File: config.mk
export PLATFORM = sky130hd
export DESIGN_NAME = tnoc_output_port_scheduler_flat
export DESIGN_NICKNAME = d
export VERILOG_FILES = /design/src/rtl/tnoc_pkg.sv /design/src/rtl/tnoc_output_port_scheduler_if.sv /design/src/rtl/tnoc_round_robin_arbiter.sv /design/src/rtl/tnoc_output_port_scheduler.sv /design/src/flat_wrapper.sv
export SDC_FILE = /design/constraint.sdc
export NUM_CORES = 1
export LEC_CHECK = 0
export ABC_AREA = 1
export CELL_PAD_IN_SITES_DETAIL_PLACEMENT = 2
export CELL_PAD_IN_SITES_GLOBAL_PLACEMENT = 2
export CORE_MARGIN = 2
export CORE_UTILIZATION = 35
export CTS_CLUSTER_DIAMETER = 60
export DETAILED_ROUTE_END_ITERATION = 8
export GPL_ROUTABILITY_DRIVEN = 1
export PLACE_DENSITY = 0.84
export REMOVE_ABC_BUFFERS = 1
export SYNTH_ARGS = -nofsm -noshare
export SYNTH_HDL_FRONTEND = slang
export SYNTH_SLANG_ARGS = --single-unit
File: constraint.sdc
create_clock -name clk -period 9.4 [get_ports clk]
set_input_delay 0.94 -clock clk [delete_from_list [all_inputs] [get_ports clk]]
set_output_delay 0.94 -clock clk [all_outputs]
set_load 0.03 [all_outputs]
File: src/rtl/tnoc_pkg.sv
// Shared types and helpers for the output-port grant scheduler.
// Holds the scheduler state encoding and a one-hot decoder used by the arbiters.
package tnoc_pkg;

   typedef enum logic {
      IDLE = 1'b0,
      BUSY = 1'b1
   } tnoc_sched_state_e;

   function automatic int onehot_to_index(input logic [31:0] vec);
      int idx;
      idx = 0;
      for (int i = 0; i < 32; i++) begin
         if (vec[i]) begin
            idx = i;
         end
      end
      return idx;
   endfunction

endpackage

File: src/rtl/tnoc_output_port_scheduler_if.sv
// Request/grant bundle between the input blocks, the switch and the output scheduler.
// The master side drives requests, credits and the tail-free pulse; the slave side returns the grant.
interface tnoc_output_port_scheduler_if #(
   parameter int PORTS    = 5,
   parameter int CHANNELS = 2
);

   logic [PORTS*CHANNELS-1:0] i_request;
   logic [CHANNELS-1:0]       i_vc_available;
   logic                      i_output_free;
   logic                      o_grant_valid;
   logic [PORTS-1:0]          o_grant_port;
   logic [CHANNELS-1:0]       o_grant_vc;

   modport master (
      output i_request,
      output i_vc_available,
      output i_output_free,
      input  o_grant_valid,
      input  o_grant_port,
      input  o_grant_vc
   );

   modport slave (
      input  i_request,
      input  i_vc_available,
      input  i_output_free,
      output o_grant_valid,
      output o_grant_port,
      output o_grant_vc
   );

endinterface

File: src/rtl/tnoc_round_robin_arbiter.sv
// Round-robin arbiter with an internal pointer; the grant is combinational from the pointer,
// and the pointer only advances past the winner when the caller confirms the grant with i_update.
module tnoc_round_robin_arbiter
   import tnoc_pkg::*;
#(
   parameter int REQUESTERS = 5
) (
   input  logic                  clk,
   input  logic                  rst_n,
   input  logic [REQUESTERS-1:0] i_request,
   input  logic                  i_update,
   output logic [REQUESTERS-1:0] o_grant
);

   localparam int PW = (REQUESTERS > 1) ? $clog2(REQUESTERS) : 1;

   logic [PW-1:0] r_ptr;
   logic          w_found;
   int            w_idx;
   int            w_winIdx;

   // Scan requesters starting at the pointer, wrapping once around.
   always_comb begin
      o_grant = '0;
      w_found = 1'b0;
      w_idx   = 0;
      for (int i = 0; i < REQUESTERS; i++) begin
         w_idx = int'(r_ptr) + i;
         if (w_idx >= REQUESTERS) begin
            w_idx = w_idx - REQUESTERS;
         end
         if (!w_found && i_request[w_idx]) begin
            o_grant[w_idx] = 1'b1;
            w_found        = 1'b1;
         end
      end
   end

   assign w_winIdx = onehot_to_index(32'(o_grant));

   always_ff @(posedge clk) begin
      if (!rst_n) begin
         r_ptr <= '0;
      end else if (i_update && w_found) begin
         r_ptr <= (w_winIdx == REQUESTERS - 1) ? '0 : PW'(w_winIdx + 1);
      end
   end

endmodule

File: src/rtl/tnoc_output_port_scheduler.sv
// Output-port grant scheduler: fixed VC priority with aging, round-robin over input ports per VC,
// and a grant that is held until the switch reports the tail flit has left.
module tnoc_output_port_scheduler
   import tnoc_pkg::*;
#(
   parameter int PORTS       = 5,
   parameter int CHANNELS    = 2,
   parameter int AGING_LIMIT = 8
) (
   input  logic                          clk,
   input  logic                          rst_n,
   tnoc_output_port_scheduler_if.slave   sched_if
);

   localparam int VCW = (CHANNELS > 1) ? $clog2(CHANNELS) : 1;
   localparam int AW  = $clog2(AGING_LIMIT + 1);

   tnoc_sched_state_e   r_state;
   logic                r_grantValid;
   logic [PORTS-1:0]    r_grantPort;
   logic [CHANNELS-1:0] r_grantVc;
   logic [AW-1:0]       r_age [CHANNELS];

   logic [PORTS-1:0]    w_eligible [CHANNELS];
   logic [PORTS-1:0]    w_rrGrant  [CHANNELS];
   logic [CHANNELS-1:0] w_vcAny;
   logic [CHANNELS-1:0] w_promoted;
   logic [VCW-1:0]      w_selVc;
   logic                w_vcFound;
   logic                w_doGrant;
   logic [CHANNELS-1:0] w_selVcOnehot;

   for (genvar v = 0; v < CHANNELS; v++) begin : g_vc
      assign w_eligible[v] = sched_if.i_request[v*PORTS +: PORTS] & {PORTS{sched_if.i_vc_available[v]}};
      assign w_vcAny[v]    = |w_eligible[v];
      assign w_promoted[v] = (r_age[v] >= AW'(AGING_LIMIT));

      tnoc_round_robin_arbiter #(
         .REQUESTERS (PORTS)
      ) u_rr (
         .clk       (clk),
         .rst_n     (rst_n),
         .i_request (w_eligible[v]),
         .i_update  (w_doGrant && (w_selVc == VCW'(v))),
         .o_grant   (w_rrGrant[v])
      );
   end

   // A promoted VC beats plain priority; otherwise the lowest eligible VC wins.
   always_comb begin
      w_selVc   = '0;
      w_vcFound = 1'b0;
      for (int v = 0; v < CHANNELS; v++) begin
         if (!w_vcFound && w_vcAny[v] && w_promoted[v]) begin
            w_selVc   = VCW'(v);
            w_vcFound = 1'b1;
         end
      end
      for (int v = 0; v < CHANNELS; v++) begin
         if (!w_vcFound && w_vcAny[v]) begin
            w_selVc   = VCW'(v);
            w_vcFound = 1'b1;
         end
      end
   end

   assign w_doGrant     = ((r_state == IDLE) || sched_if.i_output_free) && w_vcFound;
   assign w_selVcOnehot = CHANNELS'(1) << w_selVc;

   // Freeing the output re-arbitrates in the same edge so back-to-back packets leave no bubble.
   always_ff @(posedge clk) begin
      if (!rst_n) begin
         r_state      <= IDLE;
         r_grantValid <= 1'b0;
         r_grantPort  <= '0;
         r_grantVc    <= '0;
      end else begin
         case (r_state)
            IDLE: begin
               if (w_doGrant) begin
                  r_state      <= BUSY;
                  r_grantValid <= 1'b1;
                  r_grantPort  <= w_rrGrant[w_selVc];
                  r_grantVc    <= w_selVcOnehot;
               end
            end
            BUSY: begin
               if (sched_if.i_output_free) begin
                  if (w_doGrant) begin
                     r_grantPort <= w_rrGrant[w_selVc];
                     r_grantVc   <= w_selVcOnehot;
                  end else begin
                     r_state      <= IDLE;
                     r_grantValid <= 1'b0;
                     r_grantPort  <= '0;
                     r_grantVc    <= '0;
                  end
               end
            end
            default: begin
               r_state <= IDLE;
            end
         endcase
      end
   end

   // Losers that were eligible at a grant age up; the winner and absent VCs start over.
   always_ff @(posedge clk) begin
      if (!rst_n) begin
         for (int v = 0; v < CHANNELS; v++) begin
            r_age[v] <= '0;
         end
      end else if (w_doGrant) begin
         for (int v = 0; v < CHANNELS; v++) begin
            if (w_selVc == VCW'(v)) begin
               r_age[v] <= '0;
            end else if (w_vcAny[v]) begin
               if (r_age[v] < AW'(AGING_LIMIT)) begin
                  r_age[v] <= r_age[v] + AW'(1);
               end
            end else begin
               r_age[v] <= '0;
            end
         end
      end
   end

   assign sched_if.o_grant_valid = r_grantValid;
   assign sched_if.o_grant_port  = r_grantPort;
   assign sched_if.o_grant_vc    = r_grantVc;

endmodule

File: src/flat_wrapper.sv
// flat-port wrapper written by rule: the top's interface ports become plain ports
module tnoc_output_port_scheduler_flat import tnoc_pkg::*;
#(
   parameter int PORTS       = 5,
   parameter int CHANNELS    = 2,
   parameter int AGING_LIMIT = 8
)
  (clk, rst_n, sched_if_i_request, sched_if_i_vc_available, sched_if_i_output_free, sched_if_o_grant_valid, sched_if_o_grant_port, sched_if_o_grant_vc);
  tnoc_output_port_scheduler_if #(.PORTS(PORTS), .CHANNELS(CHANNELS)) sched_if_i ();
  input  logic clk;
  input  logic rst_n;
  input wire logic [$bits(sched_if_i.i_request)-1:0] sched_if_i_request;
  input wire logic [$bits(sched_if_i.i_vc_available)-1:0] sched_if_i_vc_available;
  input wire logic [$bits(sched_if_i.i_output_free)-1:0] sched_if_i_output_free;
  output wire logic [$bits(sched_if_i.o_grant_valid)-1:0] sched_if_o_grant_valid;
  output wire logic [$bits(sched_if_i.o_grant_port)-1:0] sched_if_o_grant_port;
  output wire logic [$bits(sched_if_i.o_grant_vc)-1:0] sched_if_o_grant_vc;
  assign sched_if_i.i_request = sched_if_i_request;
  assign sched_if_i.i_vc_available = sched_if_i_vc_available;
  assign sched_if_i.i_output_free = sched_if_i_output_free;
  assign sched_if_o_grant_valid = sched_if_i.o_grant_valid;
  assign sched_if_o_grant_port = sched_if_i.o_grant_port;
  assign sched_if_o_grant_vc = sched_if_i.o_grant_vc;
  tnoc_output_port_scheduler #(.PORTS(PORTS), .CHANNELS(CHANNELS), .AGING_LIMIT(AGING_LIMIT)) u_core (.clk(clk), .rst_n(rst_n), .sched_if(sched_if_i));
endmodule
After elaboration in Yosys (flattened, before gate mapping)
Memory sizes are Yosys's and may differ from the RTL's.
Index checks and enable logic that the tools add are counted.
- $add $sub $neg: 22
- magnitude comparators: 35
- equal/unequal tests: 5
- shifts and indexed selects: 1
- muxes and demuxes: 152
- bitwise gates (word level): 19
- reduce and logical (&&, ||, !) cells: 44
- operators by type and width (cell ; number):
    2-to-1 mux 32 bit ; 16
    greater-or-equal comparator 32 x 1 -> 1 bit, second input constant ; 10
    less-than comparator 32 x 5 -> 1 bit, second input constant ; 10
    2-to-1 mux 1 bit ; 85
    2-to-1 mux 5 bit ; 16
    equality test 32 x 4 -> 1 bit, second input constant ; 2
    OR 5 bit ; 8
    subtractor 4 x 3 -> 5 bit, second input constant ; 8
    greater-or-equal comparator 4 x 3 -> 1 bit, second input constant ; 8
    binary-select mux 1 bit (select 3 bit) ; 10
    demux 1 bit (select 3 bit) ; 10
    logical AND 1 bit ; 28
    2-to-1 mux 4 bit ; 6
    adder 3 x 2 -> 4 bit, second input constant ; 4
    logical NOT 1 bit ; 11
    bitwise AND 5 bit ; 2
    case mux 5 bit (2 select lines) ; 1
    OR reduction 5 bit ; 2
    adder 3 x 1 -> 4 bit, second input constant ; 2
    adder 3 x 3 -> 4 bit, second input constant ; 2
    adder 4 x 1 -> 4 bit, second input constant ; 2
    greater-or-equal comparator 4 bit, second input constant ; 2
    less-than comparator 4 bit, second input constant ; 2
    subtractor 3 x 3 -> 4 bit, second input constant ; 2
    16 further kinds ; 29
- register bits after elaboration: 15
- memory bits (writable): 8
- input bits: 15
- output and inout port bits: 8
- word-level logic and storage cells: 285
- memories: 1
- memories (name ; words ; bits a word ; read ports ; clocked after Yosys merged registers in ; wr ports ; RTL line ; text):
    u_core.r_age ; 2 ; 4 ; 2 ; 0 ; 2 ; tnoc_output_port_scheduler.sv:22 ; logic [AW-1:0] r_age [CHANNELS];

Logic depth before layout (Yosys ltp)
Gate-level depths: netlist (run 1).
- word-level depth: 24
- gate-level depth with buffers: 23
- mapped depth without buffers: 23

Cells and area by module
A second synthesis (run 1) with hierarchy kept.
- cell total of the unflattened synthesis: 728
- area, all modules: 4545.6 um^2
- modules (own cells, without submodules) (module ; times used ; cells an instance ; area each (um^2) ; sequential area each (um^2)):
    tnoc_round_robin_arbiter (u_core.g_vc[1].u_rr) ; 1 ; 283 ; 1775.5 ; 60.1
    tnoc_round_robin_arbiter (u_core.g_vc[0].u_rr) ; 1 ; 314 ; 1714.1 ; 60.1
    tnoc_output_port_scheduler ; 1 ; 131 ; 1056.0 ; 420.4

Worst setup path before layout (run 1)
No wires, ideal clock.
- path type: flip-flop to flip-flop
- from: reg u_core.g_vc[0].u_rr.r_ptr[1]
- to: reg u_core.g_vc[0].u_rr.r_ptr[1]
- library setup time: 0.123 ns
- arrival time: 2.968 ns
- required time: 9.277 ns
- slack: 6.309 ns
- stages on the path, launching flop included: 20
- buffers on the path: 0
- clock period less this slack: 3.091 ns
- cells stage by stage: dfxtp_1 inv_1 ha_1 ha_1 nand2_2 nand3_2 nand2_1 nand2_2 inv_1 nand2_1 nand3_1 nand2_1 nor2_4 inv_2 nand3_1 nand3_1 or2_2 ha_1 nand2_1 a21oi_1
- longest elaborated chain between the ends: 24
- elaborated cells between the ends (all ways): 89
- those cells by class: 10 x add/sub; 15 x order compare; 1 x eq/ne; 45 x mux; 4 x bitwise; 14 x reduce/logical
- ends and longest elaborated chain (item ; RTL line ; text):
    start: declaration ; tnoc_round_robin_arbiter.sv:17 ; logic [PW-1:0] r_ptr;
    start signal: assignment ; tnoc_round_robin_arbiter.sv:45 ; r_ptr <= (w_winIdx == REQUESTERS - 1) ? '0 : PW'(w_winIdx + 1);
    parallel branches: the longest is 24 deep, another holds greater-or-equal comparator 32 x 1 -> 1 bit ; -- ;
Several ways; the timed one is not identified. The select of a mux whose other input is x is not followed.
A chain may end at the register's enable or synchronous reset.

Worst setup path in the final report (run 1)
- from: reg u_core.g_vc[1].u_rr.r_ptr[0]
- to: reg u_core.g_vc[1].u_rr.r_ptr[1]
- longest elaborated chain between the ends: 24
- elaborated cells between the ends (all ways): 89
- those cells by class: 10 x add/sub; 15 x order compare; 1 x eq/ne; 45 x mux; 4 x bitwise; 14 x reduce/logical
- ends and longest elaborated chain (item ; RTL line):
    start: declaration ; tnoc_round_robin_arbiter.sv:17
    start signal: assignment ; tnoc_round_robin_arbiter.sv:45
    parallel branches: the longest is 24 deep, another holds greater-or-equal comparator 32 x 1 -> 1 bit ; --
Several ways; the timed one is not identified. The select of a mux whose other input is x is not followed.

==> run metrics, run 1 <==
worst slew pin tran=0.928 ns; clock slew at reported path FFs=0.06 ns; Design Area, Final=4470 um2; post-cts sizing count=0; commonest non-fill, non-tap cell in the layout=nand2_1; Initial Util=0.357; max frequency=225 MHz; Synth area leaders=nand2_1 17%, nand3_1 11%, ha_1 9.3%; final core utilization=0.395; largest net degree at the start of global routing=17; Post-Synthesis Cells=683; gpl congestion=0.855; post-DP HPWL=12.4 mm; Layout Skew=0.00329 ns; routed length per placed instance=17.7 um; cts bufs inserted=3; Synth Warn #=0; XOR/XNOR Fraction of Synth Area=0.0189; WL final=14.9 mm; commonest non-fill, non-tap cells in the layout=183 x nand2_1, 86 x nor2_1, 85 x nand3_1; Seq cells post-synth=23; crit path kind=register to register; leading area contributor after synthesis=nand2_1; crit path launch type=register; Pre-Repair DR Iteration Count=4; Worst-Skew Late Latency=0.26 ns; final hold vios=0; I/O pins=23; setup TNS=0 ns; Die X=111 um; Die Area=12400 um2; Via Count=4611; Worst IR Drop VDD=0.152 mV; Final Power=1.31 mW; Antenna Diode Count=0; Die Ht=111 um; Setup violations, final=0; final worst path period need=4.45 ns; CP arrival=4.59 ns; Seq/Total Area, Yosys=0.134; crit end category=register; synth-to-layout area growth=10.8%; Post-Place Cells=842; Post-CTS Hold Fix Bufs=0; largest family of logic cells by synthesized area=simple AND/OR/NAND/NOR gates; min-delay worst type=register to register; outcome=finished clean; post-layout net count=751; Unique masters post-synth=43; Synth Area per Inst=5.91 um2; DRC violations left=0; number of port buffers=22; CTS tree=done; Vias per Instance=5.45; worst relative slew slack=0.380; antenna violations before repair=0; clock sinks=23; Final Non-Filler Cells=846; core area=11300 um2; Setup WS post-layout=4.95 ns; first-pass GRT wire length=25.6 mm; number of global-route vias before repair=5101; Post-Synth Simple-Gate Area=0.561; maximum clock insertion buffer count=2; CP required=9.54 ns; Max FO, Critical Path=15; Post-CTS Setup Inserts=0; H-tree levels=1; root buf cell=clkbuf_16; Total GRT Usage=0.246; Synth top area share=0.170; Post-DP Area=4400 um2; layout cells sized above 1=0.118; # Max-Cap Violations=0; Syn Std Cell Area=4040 um2; flop2flop setup slack=4.95 ns; Post-Synth Adder-Cell Area=0.103; unrepaired setup endpoints after global routing=false; fin. max-slew vios=0; post-synthesis mux area share=0; LEAKAGE=2.30 nW; pwr dens=293 nW/um2; Placement Rows=39; compound-gate portion of the synthesized area=0.0877; Place WS=5.00 ns; Hold WS=0.476 ns; final worst-path cycle share=0.473; DR iter-0 viols=166; grt total ovfl=0; DRT antenna net count=0
cells in the mapped netlist:
cell type	n
nor2_4	4
ha_1	30
or2_1	1
inv_4	1
buf_6	1
nand4_2	2
inv_2	8
o22ai_1	2
and2_1	1
a21oi_4	2
nor2_1	86
xor2_2	2
clkbuf_1	1
o211ai_1	1
o21ai_1	8
a21oi_2	2
o31ai_1	1
nand3b_1	1
nand3_1	85
nand3_2	15
nor3_1	6
o21ai_2	5
a31oi_1	1
nor2_2	3
o2111ai_1	1
buf_2	1
nand2_4	6
nand3_4	1
fa_1	2
or2_2	1
xnor2_1	3
nand2_2	26
nand4_1	39
edfxtp_1	8
a31o_2	2
buf_4	3
a21oi_1	13
nand2_1	183
o21ai_0	19
xor2_1	2
nor4_1	7
inv_1	82
dfxtp_1	15
registers in the layout, indices dropped and copies added (netlist names):
name / flops
u_core.g_vc.u_rr.r_ptr: 6
u_core.sched_if.o_grant_valid: 1
u_core.r_state: 1
u_core.sched_if.o_grant_vc: 2
u_core.r_age: 8
u_core.sched_if.o_grant_port: 5
worst max-delay path, stage by stage, from the launching register on:
cell and delay, ns:
dfxtp_1 0.93, inv_2 0.30, ha_1 0.35, ha_1 0.41, inv_1 0.11, a21oi_1 0.42
nor2_1 0.17, nand3_1 0.15, nand3_2 0.21, nand4_2 0.21, nor2_1 0.06, nor2_1 0.14
nand3_1 0.15, or2_1 0.26, ha_1 0.30, nand2_1 0.08, a21oi_1 0.06
final cells by class:
cell class	instances	area, um2
clock buffer	4	78.8
fill	1476	6850
inverter	91	344
multi-input combinational	563	3110
sequential	23	541
tap	143	179
timing repair buffer	22	220
power breakdown:
part / internal [mW] / switching (mW)
Clock: 0.0579 / 0.0339
Combinational: 0.314 / 0.746
Sequential: 0.123 / 0.0359
kinds of logic (layout without fill, tap and decap cells):
kind of cell               after synthesis  after routing
buffers and inverters                   97            117
xor gates and xnor gates                 7              7
DFF                                     23             23
adders and majority gates               32             32
AOI/OAI and AO/OA                       57             57
and+or+nand+nor                        467            467
final timing paths:
kind,from,to,cells past startpoint
max,u_core.g_vc[1].u_rr.r_ptr[0]$_SDFFE_PN0P_,u_core.g_vc[1].u_rr.r_ptr[1]$_SDFFE_PN0P_,16
min,u_core.sched_if.o_grant_vc[1]$_SDFFE_PN0P_,u_core.sched_if.o_grant_vc[1]$_SDFFE_PN0P_,2
max reg2reg,u_core.g_vc[1].u_rr.r_ptr[0]$_SDFFE_PN0P_,u_core.g_vc[1].u_rr.r_ptr[1]$_SDFFE_PN0P_,16
min reg2reg,u_core.sched_if.o_grant_vc[1]$_SDFFE_PN0P_,u_core.sched_if.o_grant_vc[1]$_SDFFE_PN0P_,2
routing by layer:
metal,part of all wire,up-vias,global-route usage,wire [um]
met4,0.0084,0,0.0280,126
met2,0.51,48,0.473,7570
met1,0.47,2262,0.310,7000
met3,0.016,11,0.0169,245
li1,-,2290,-,-
met5,0,-,0,0
No activity file was read; power rests on OpenSTA's default activity.
==> run 2, diff against run 1 <==
--- a/config.mk
+++ b/config.mk
@@ -9,11 +9,11 @@
 export CELL_PAD_IN_SITES_DETAIL_PLACEMENT = 2
 export CELL_PAD_IN_SITES_GLOBAL_PLACEMENT = 2
 export CORE_MARGIN = 2
-export CORE_UTILIZATION = 35
+export CORE_UTILIZATION = 33
 export CTS_CLUSTER_DIAMETER = 60
 export DETAILED_ROUTE_END_ITERATION = 8
 export GPL_ROUTABILITY_DRIVEN = 1
-export PLACE_DENSITY = 0.84
+export PLACE_DENSITY = 0.8
 export REMOVE_ABC_BUFFERS = 1
 export SYNTH_ARGS = -nofsm -noshare
 export SYNTH_HDL_FRONTEND = slang
==> constraint.sdc (replaced) <==
create_clock -name clk -period 4.3 [get_ports clk]
set_input_delay 0.43 -clock clk [delete_from_list [all_inputs] [get_ports clk]]
set_output_delay 0.43 -clock clk [all_outputs]
set_load 0.03 [all_outputs]
==> run 2 against run 1 <==
- combinational power up 120%
- total power up 120%
- first-iteration DRC count down 7.8%
- via count down 1.1%
- global-route usage down 1.5 points
- utilization down 1.9 points
- clock-buffer cell count down 1
- final cell count up 0.71%
- routed wire length down 1.9%
- clock skew about the same
- die area up 5.8%
- critical path type unchanged
==> run metrics, run 2 (synthesized netlist as in run 1, its figures left out) <==
outcome=finished clean; synth-to-layout area growth=11.3%; core area=12000 um2 (+5.7%); Die X=115 um (+2.9%); Hold WS=0.486 ns (+0.0102 ns); Antenna Diode Count=0 (unchanged); Post-CTS Setup Inserts=0 (unchanged); Pre-Repair DR Iteration Count=4 (unchanged); pwr dens=635 nW/um2 (+120%); CP arrival=3.90 ns (-0.69 ns); number of port buffers=22 (unchanged); crit path launch type=register; Logic pwr share=0.818 (+0.009); Switching Power=1.77 mW (+120%); Vias per Instance=5.35 (-1.8%); max frequency=266 MHz (+18%); Cell Int Power=1.09 mW (+120%); clock sinks=23 (unchanged); gpl congestion=0.865 (+1.1%); Largest register FFs=8 (unchanged); clock slew at reported path FFs=0.06 ns (about the same); crit path kind=register to register; Setup WS post-layout=0.540 ns (-4.41 ns); fin. max-slew vios=0 (unchanged); Final Power=2.86 mW (+120%); Post-Place Cells=848 (+0.71%); antenna violations before repair=0 (unchanged); final hold vios=0 (unchanged); maximum clock insertion buffer count=2 (unchanged); Clock Power Share=0.071 (about the same); Layout Skew=0.00334 ns (+0.0000443 ns); setup TNS=0 ns (unchanged); routed length per placed instance=17.2 um (-2.6%); part of the power in registers=0.111 (-0.010); Place WS=0.370 ns (-4.63 ns); DR iter-0 viols=153 (-7.8%); min-delay worst type=register to register; grt total ovfl=0 (unchanged); final worst path period need=3.76 ns (-0.689 ns); I/O pins=23 (unchanged); Placement Rows=40 (+2.6%); Die Ht=115 um (+2.9%); LEAKAGE=2.32 nW (+0.60%); CTS tree=done; Initial Util=0.338 (-0.0191); post-DP HPWL=12.4 mm (-0.36%); Largest Register=u_core.r_age; root buf cell=clkbuf_16; final worst-path cycle share=0.874 (+0.401); first-pass GRT wire length=24.5 mm (-4.4%); largest net degree at the start of global routing=16 (-1); Via Count=4562 (-1.1%); post-layout net count=753 (+0.27%); DRC violations left=0 (unchanged); H-tree levels=1 (unchanged); worst slew pin tran=0.728 ns (-0.201 ns); Setup violations, final=0 (unchanged); Worst-Skew Late Latency=0.26 ns (about the same); worst relative slew slack=0.510 (+0.129); number of global-route vias before repair=4887 (-4.2%); DRT antenna net count=0 (unchanged); # Max-Cap Violations=0 (unchanged); Die Area=13100 um2 (+5.8%); switching part of the total power=0.620 (-0.00276); layout cells sized above 1=0.123 (+0.00534); unrepaired setup endpoints after global routing=false; crit end category=register; commonest non-fill, non-tap cell in the layout=nand2_1; Max FO, Critical Path=9 (-6); Total GRT Usage=0.232 (-0.0147); Final Non-Filler Cells=852 (+0.71%); CP required=4.44 ns (-5.10 ns); commonest non-fill, non-tap cells in the layout=183 x nand2_1, 86 x nor2_1, 85 x nand3_1; cts bufs inserted=3 (unchanged); WL final=14.7 mm (-1.9%); Worst IR Drop VDD=0.281 mV (+84%)
## run 2: area by class of cell
type / instances / area, um2
clock buffers: 3 / 75.1
clock inverters: 1 / 5.00
fillers: 1566 / 7460
inverters: 91 / 344
multi-input cells: 563 / 3110
flip-flops and latches: 23 / 542
well taps: 147 / 184
repair buffers: 24 / 235
## run 2: layer usage
layer,GRT usage,share of wire
met1,0.306,0.48
met2,0.426,0.50
met3,0.0106,0.013
met4,0.0301,0.0078
met5,0,0
## run 2: power by group through the flow
stage	registers (mW)	logic, mW	clock network [mW]
after floorplan	0.367	1.65	0
after global placement	0.321	2.22	0
after detailed placement	0.323	2.33	0
after CTS	0.319	2.35	0.207
after global routing	0.325	2.65	0.216
final	0.318	2.34	0.203
## run 2: timing repair
| action | 4_1_cts | 5_1_grt |
|---|---|---|
| hold buffers | 0 | 0 |
| resized for setup | 0 | 1 |
| setup endpoints to repair | 0 | 1 |
## run 2: final timing paths
path | start | to | slack [ns] | cells after the start
worst max-delay path | u_core.g_vc[1].u_rr.r_ptr[1]$_SDFFE_PN0P_ | u_core.g_vc[1].u_rr.r_ptr[1]$_SDFFE_PN0P_ | 0.54 | 18
worst min-delay path | u_core.sched_if.o_grant_vc[0]$_SDFFE_PN0P_ | u_core.sched_if.o_grant_vc[0]$_SDFFE_PN0P_ | 0.49 | 2
worst max register to register | u_core.g_vc[1].u_rr.r_ptr[1]$_SDFFE_PN0P_ | u_core.g_vc[1].u_rr.r_ptr[1]$_SDFFE_PN0P_ | 0.54 | 18
worst min register to register | u_core.sched_if.o_grant_vc[0]$_SDFFE_PN0P_ | u_core.sched_if.o_grant_vc[0]$_SDFFE_PN0P_ | 0.49 | 2
## run 2: through the flow
step                      instance area, um2   util
after floorplan                         4000      -
after global placement                  4420  0.369
after detailed placement                4420  0.369
after CTS                               4500  0.376
after global routing                    4500  0.376
final                                   4500  0.376
## run 2: critical path, cell delays in order (launching register included)
cell and delay [ns]:
dfxtp_2 0.46, inv_1 0.23, ha_1 0.30, ha_1 0.39
inv_1 0.11, a21oi_1 0.35, nor2_1 0.16, nand3_1 0.13
nand3_2 0.22, nor2_1 0.30, nand3_1 0.12, nand2_1 0.13
nor2_1 0.07, nand3_1 0.14, nor2_1 0.08, inv_1 0.06
ha_1 0.23, nand2_1 0.08, a21oi_1 0.06
==> variant 1 (config.mk and constraints of run 2) <==
`CHANNELS` is set to 2 in 3 places; all go to 4.
--- a/src/rtl/tnoc_output_port_scheduler_if.sv
+++ b/src/rtl/tnoc_output_port_scheduler_if.sv
@@ -2,7 +2,7 @@
 // The master side drives requests, credits and the tail-free pulse; the slave side returns the grant.
 interface tnoc_output_port_scheduler_if #(
    parameter int PORTS    = 5,
-   parameter int CHANNELS = 2
+   parameter int CHANNELS = 4
 );
 
    logic [PORTS*CHANNELS-1:0] i_request;
--- a/src/rtl/tnoc_output_port_scheduler.sv
+++ b/src/rtl/tnoc_output_port_scheduler.sv
@@ -4,7 +4,7 @@
    import tnoc_pkg::*;
 #(
    parameter int PORTS       = 5,
-   parameter int CHANNELS    = 2,
+   parameter int CHANNELS    = 4,
    parameter int AGING_LIMIT = 8
 ) (
    input  logic                          clk,
--- a/src/flat_wrapper.sv
+++ b/src/flat_wrapper.sv
@@ -2,7 +2,7 @@
 module tnoc_output_port_scheduler_flat import tnoc_pkg::*;
 #(
    parameter int PORTS       = 5,
-   parameter int CHANNELS    = 2,
+   parameter int CHANNELS    = 4,
    parameter int AGING_LIMIT = 8
 )
   (clk, rst_n, sched_if_i_request, sched_if_i_vc_available, sched_if_i_output_free, sched_if_o_grant_valid, sched_if_o_grant_port, sched_if_o_grant_vc);
Ports: changed (resized sched_if_i_request, sched_if_i_vc_available and sched_if_o_grant_vc); port bits go from 23 to 37. No check against the original RTL was run, so the function may have changed too.
==> variant 1 against run 2 <==
- cell area increased by 93%
- area after synthesis grew 93%
- maximum frequency shrank 2.9%
- setup slack lost 0.11 ns
- sequential cell count increased by 16
- total power grew 88%
- largest cell class unchanged
- critical endpoint is now u_core.g_vc[2].u_rr.r_ptr[1]
- core utilization shrank 0.49 points
- synthesized cell count rose by 98%
- first-iteration DRC count grew 61%
- routed wire length grew 99%
- die area up 89%
- critical path type unchanged
- largest power group unchanged
==> variant 1: results (changes against run 2) <==
metric	value	unit	change
Post-synth top cells	nand2_1, nor2_1, nand3_1		
Post-synth EDFFs	16		+8
gr usage total	0.241		+0.00896
critical path's largest stage delay	0.55	ns	+0.09 ns
leakage power	0.00437	µW	+89%
crit path max-delay cell type	dfxtp_1		
I/O Buffers	36		+64%
hold slack	0.474	ns	-0.0127 ns
R2R cell count	16		-2
Inst Count DP	1704		+100%
critical path launch point	u_core.g_vc[2].u_rr.r_ptr[1]		
share of cells above drive strength 1	0.108		-0.0157
crit-path max FO	12		+3
Routed wire per std cell	17.0	µm	-0.98%
WL met3	406	µm	+120%
VDD IR-drop max	0.000352	V	+25%
wirelength, routed	29200	µm	+99%
HP Start	u_core.sched_if.o_grant_vc[3]		
Placement Setup Slack	0.460	ns	+0.0898 ns
nets	1483		+97%
Slew HR	0.510		about the same
Clk Latency, worst-skew pair	0.30	ns	+0.04 ns
Synth Area per Inst	5.76	µm²	-2.6%
DP HPWL	24500	µm	+98%
status	finished clean		
Area contributors post-synth	nand2_1, nand3_1, ha_1		
sequential area share after synthesis	0.121		-0.0132
==> variant 1: changes by cell type after synthesis, sizes merged, moves of 9 or more <==
cell | run 2 | this run
inv | 91 | 179
a21oi | 17 | 51
xor2 | 4 | 17
nand3b | 1 | 10
nor3 | 6 | 20
o21ai | 32 | 71
nor2 | 93 | 216
nand2 | 215 | 399
buf | 5 | 15
ha | 30 | 60
nand3 | 101 | 190
==> variant 1: metal layers <==
metal	up-vias	track usage
met5	-	0
met4	0	0.0411
met3	25	0.0153
met2	76	0.442
met1	4293	0.312
li1	4471	-
==> variant 1: cell families (layout without fill, tap and decap cells) <==
group           count (synthesis)  in the layout  share of synthesized area
buf+inv                       199            237                      0.105
xor+xnor                       21             21                     0.0313
fa+ha+maj                      64             64                      0.106
compound gates                135            135                      0.104
simple gates                  897            897                      0.533
flops                          39             39                      0.121
==> variant 1: how the worst max path moves through the flow <==
stage               slack (ns)  cells past startpoint                           end
finish                    0.43                     16  u_core.g_vc[2].u_rr.r_ptr[1]
global route              0.04                     16  u_core.g_vc[2].u_rr.r_ptr[1]
CTS                       0.44                     16  u_core.g_vc[2].u_rr.r_ptr[1]
detailed placement        0.46                     16  u_core.g_vc[2].u_rr.r_ptr[1]
global placement          0.62                     20  u_core.g_vc[1].u_rr.r_ptr[1]
floorplan                 0.85                     17  u_core.g_vc[1].u_rr.r_ptr[1]
==> variant 1: cell type report <==
cell class / count / area, µm²
Clock inverter: 2 / 12.5
Tap cell: 319 / 399
Sequential cell: 39 / 941
Fill cell: 3042 / 14700
Inverter: 181 / 684
Timing Repair Buffer: 48 / 450
Multi-Input combinational cell: 1117 / 6040
Clock buffer: 6 / 129
==> variant 1: report_power, final <==
group          leakage (µW)  internal [µW]  switching, µW
Clock             0.0000669            215            166
Sequential         0.000369            458           57.1
Combinational       0.00393           1310           3180
==> variant 2 (config.mk and constraints of run 2) <==
Without the edit above. Reset style: asynchronous (`rst_n`), changed in 3 clocked blocks.
--- a/src/rtl/tnoc_round_robin_arbiter.sv
+++ b/src/rtl/tnoc_round_robin_arbiter.sv
@@ -38,7 +38,7 @@
 
    assign w_winIdx = onehot_to_index(32'(o_grant));
 
-   always_ff @(posedge clk) begin
+   always_ff @(posedge clk or negedge rst_n) begin
       if (!rst_n) begin
          r_ptr <= '0;
       end else if (i_update && w_found) begin
--- a/src/rtl/tnoc_output_port_scheduler.sv
+++ b/src/rtl/tnoc_output_port_scheduler.sv
@@ -68,7 +68,7 @@
    assign w_selVcOnehot = CHANNELS'(1) << w_selVc;
 
    // Freeing the output re-arbitrates in the same edge so back-to-back packets leave no bubble.
-   always_ff @(posedge clk) begin
+   always_ff @(posedge clk or negedge rst_n) begin
       if (!rst_n) begin
          r_state      <= IDLE;
          r_grantValid <= 1'b0;
@@ -105,7 +105,7 @@
    end
 
    // Losers that were eligible at a grant age up; the winner and absent VCs start over.
-   always_ff @(posedge clk) begin
+   always_ff @(posedge clk or negedge rst_n) begin
       if (!rst_n) begin
          for (int v = 0; v < CHANNELS; v++) begin
             r_age[v] <= '0;
Formal check against the unedited RTL: differs if rst_n is asserted again (counterexample within 4 cycles, from zero or initial values and one cycle with rst_n low); with rst_n held inactive, the same outputs for 4 cycles.
==> variant 2 against run 2 <==
- the run now ends with design-rule violations left
- cell area down 2.1%
- maximum frequency fell by 4.1%
- area after synthesis is 2.4% lower
- via count shrank 0.61%
- setup slack worse by 0.16 ns
- sequential cell count stayed put
- core utilization up 0.62 points
- count of clock-buffer cells in the layout is the same
- routed wire length rose by 1.6%
- largest cell class unchanged
- highest routed layer unchanged
Power is not shown: default switching activity piles up to over one toggle a cycle in this logic, so the estimate is an artifact.
==> variant 2: results (changes against run 2) <==
metric	value	unit	change
nets	745		-1.1%
share of cells above drive strength 1	0.103		-0.0203
Reg-to-Reg End	u_core.g_vc[0].u_rr.r_ptr[1]		
HP Start	u_core.r_state		
Most used DFF post-synth	dfrtp_1		
failing checks	design-rule violations		
DP HPWL	12600	µm	+1.5%
Starting DRT DRC Count	177		+16%
Worst R2R Setup Slack	0.38	ns	-0.16 ns
status	finished with violations		
sequential area share after synthesis	0.146		+0.0122
crit-path max FO	11		+2
CP arrival	4.06	ns	+0.16 ns
vias in the first global route	4949		+1.3%
Worst Skew	0.00179	ns	-0.00155 ns
Post-synth top cells	nand2_1, inv_1, nor2_1		
gr usage total	0.241		+0.00943
Routed wire per std cell	17.7	µm	+2.9%
Pre-Repair DR Iteration Count	8		+4
GPL Wtd Cong	0.882		+2.1%
Endpoint, Worst Hold	u_core.sched_if.o_grant_valid		
Yosys top cell area share	0.192		+0.0224
Largest register FFs	8		unchanged
I/O Buffers	22		unchanged
Hold Crit Depth	1		-1
Post-synth EDFFs	0		-8
drc violations	2		+2
Slew HR	0.264		-0.246
vias	4534		-0.61%
R2R cell count	19		+1
asr flop ratio synth	1.00		+1.00
layout filler cell count	1470		-6.1%
reg-to-reg startpoint	u_core.g_vc[0].u_rr.r_ptr[1]		
crit path max-delay cell type	dfrtp_1		
## variant 2: cell count changes after synthesis, moves of 4 or more
| cell | change |
|---|---|
| dfxtp_1 | -15 |
| o21ai_0 | +11 |
| nand3_1 | -15 |
| nor2_1 | -7 |
| dfrtp_1 | +23 |
| nand2_1 | +19 |
| nand2_2 | -11 |
| edfxtp_1 | -8 |
| nand3_2 | -11 |
| nor2_2 | +5 |
| nand2_4 | -4 |
## variant 2: area by class of cell
cell class,count,area share
Clock inverter,1,0.00114
Multi-Input combinational cell,550,0.670
Inverter,93,0.0799
Timing Repair Buffer,28,0.0603
Clock buffer,3,0.0171
Tap cell,143,0.0407
Sequential cell,23,0.131
## variant 2: per-stage QoR
stage | hold WS, ns | util | instances | setup slack [ns] | instance area [µm²]
2_1_floorplan | 0.134 | - | 666 | 1.09 | 3880
3_3_place_gp | 0.480 | 0.375 | 837 | 0.739 | 4320
3_5_place_dp | 0.491 | 0.375 | 837 | 0.442 | 4320
4_1_cts | 0.511 | 0.382 | 841 | 0.422 | 4400
5_1_grt | 0.536 | 0.382 | 841 | 0.0366 | 4400
6_report | 0.510 | 0.382 | 841 | 0.381 | 4400
## variant 2: worst max path at each step
| stage | start | end | cells after the start |
|---|---|---|---|
| 3_5_place_dp | u_core.g_vc[0].u_rr.r_ptr[1] | u_core.g_vc[0].u_rr.r_ptr[1] | 18 |
| 3_3_place_gp | u_core.g_vc[0].u_rr.r_ptr[1] | u_core.g_vc[0].u_rr.r_ptr[1] | 18 |
| 2_1_floorplan | u_core.g_vc[0].u_rr.r_ptr[0] | u_core.g_vc[0].u_rr.r_ptr[1] | 18 |
| 5_1_grt | u_core.g_vc[0].u_rr.r_ptr[1] | u_core.g_vc[0].u_rr.r_ptr[1] | 19 |
| 4_1_cts | u_core.g_vc[0].u_rr.r_ptr[1] | u_core.g_vc[0].u_rr.r_ptr[1] | 18 |
| 6_report | u_core.g_vc[0].u_rr.r_ptr[1] | u_core.g_vc[0].u_rr.r_ptr[1] | 19 |
## variant 2: kinds of logic (layout without fill, tap and decap cells)
logic type                 after synthesis  after routing  share of synthesized area
and+or+nand+nor                        442            442                      0.519
buffers and inverters                  100            125                      0.105
AOI/OAI and AO/OA                       72             72                      0.113
adders and majority gates               31             31                      0.102
DFF                                     23             23                      0.146
xor gates and xnor gates                 4              4                     0.0108
muxes                                    1              1                    0.00286
## variant 2: layer usage
metal  vias to the layer above  global-route usage  part of all wire
met5                         -                   0                 0
li1                       2256                   -                 -
met4                         0              0.0431             0.018
met3                        15              0.0107             0.012
met1                      2227               0.316              0.47
met2                        36               0.443              0.50
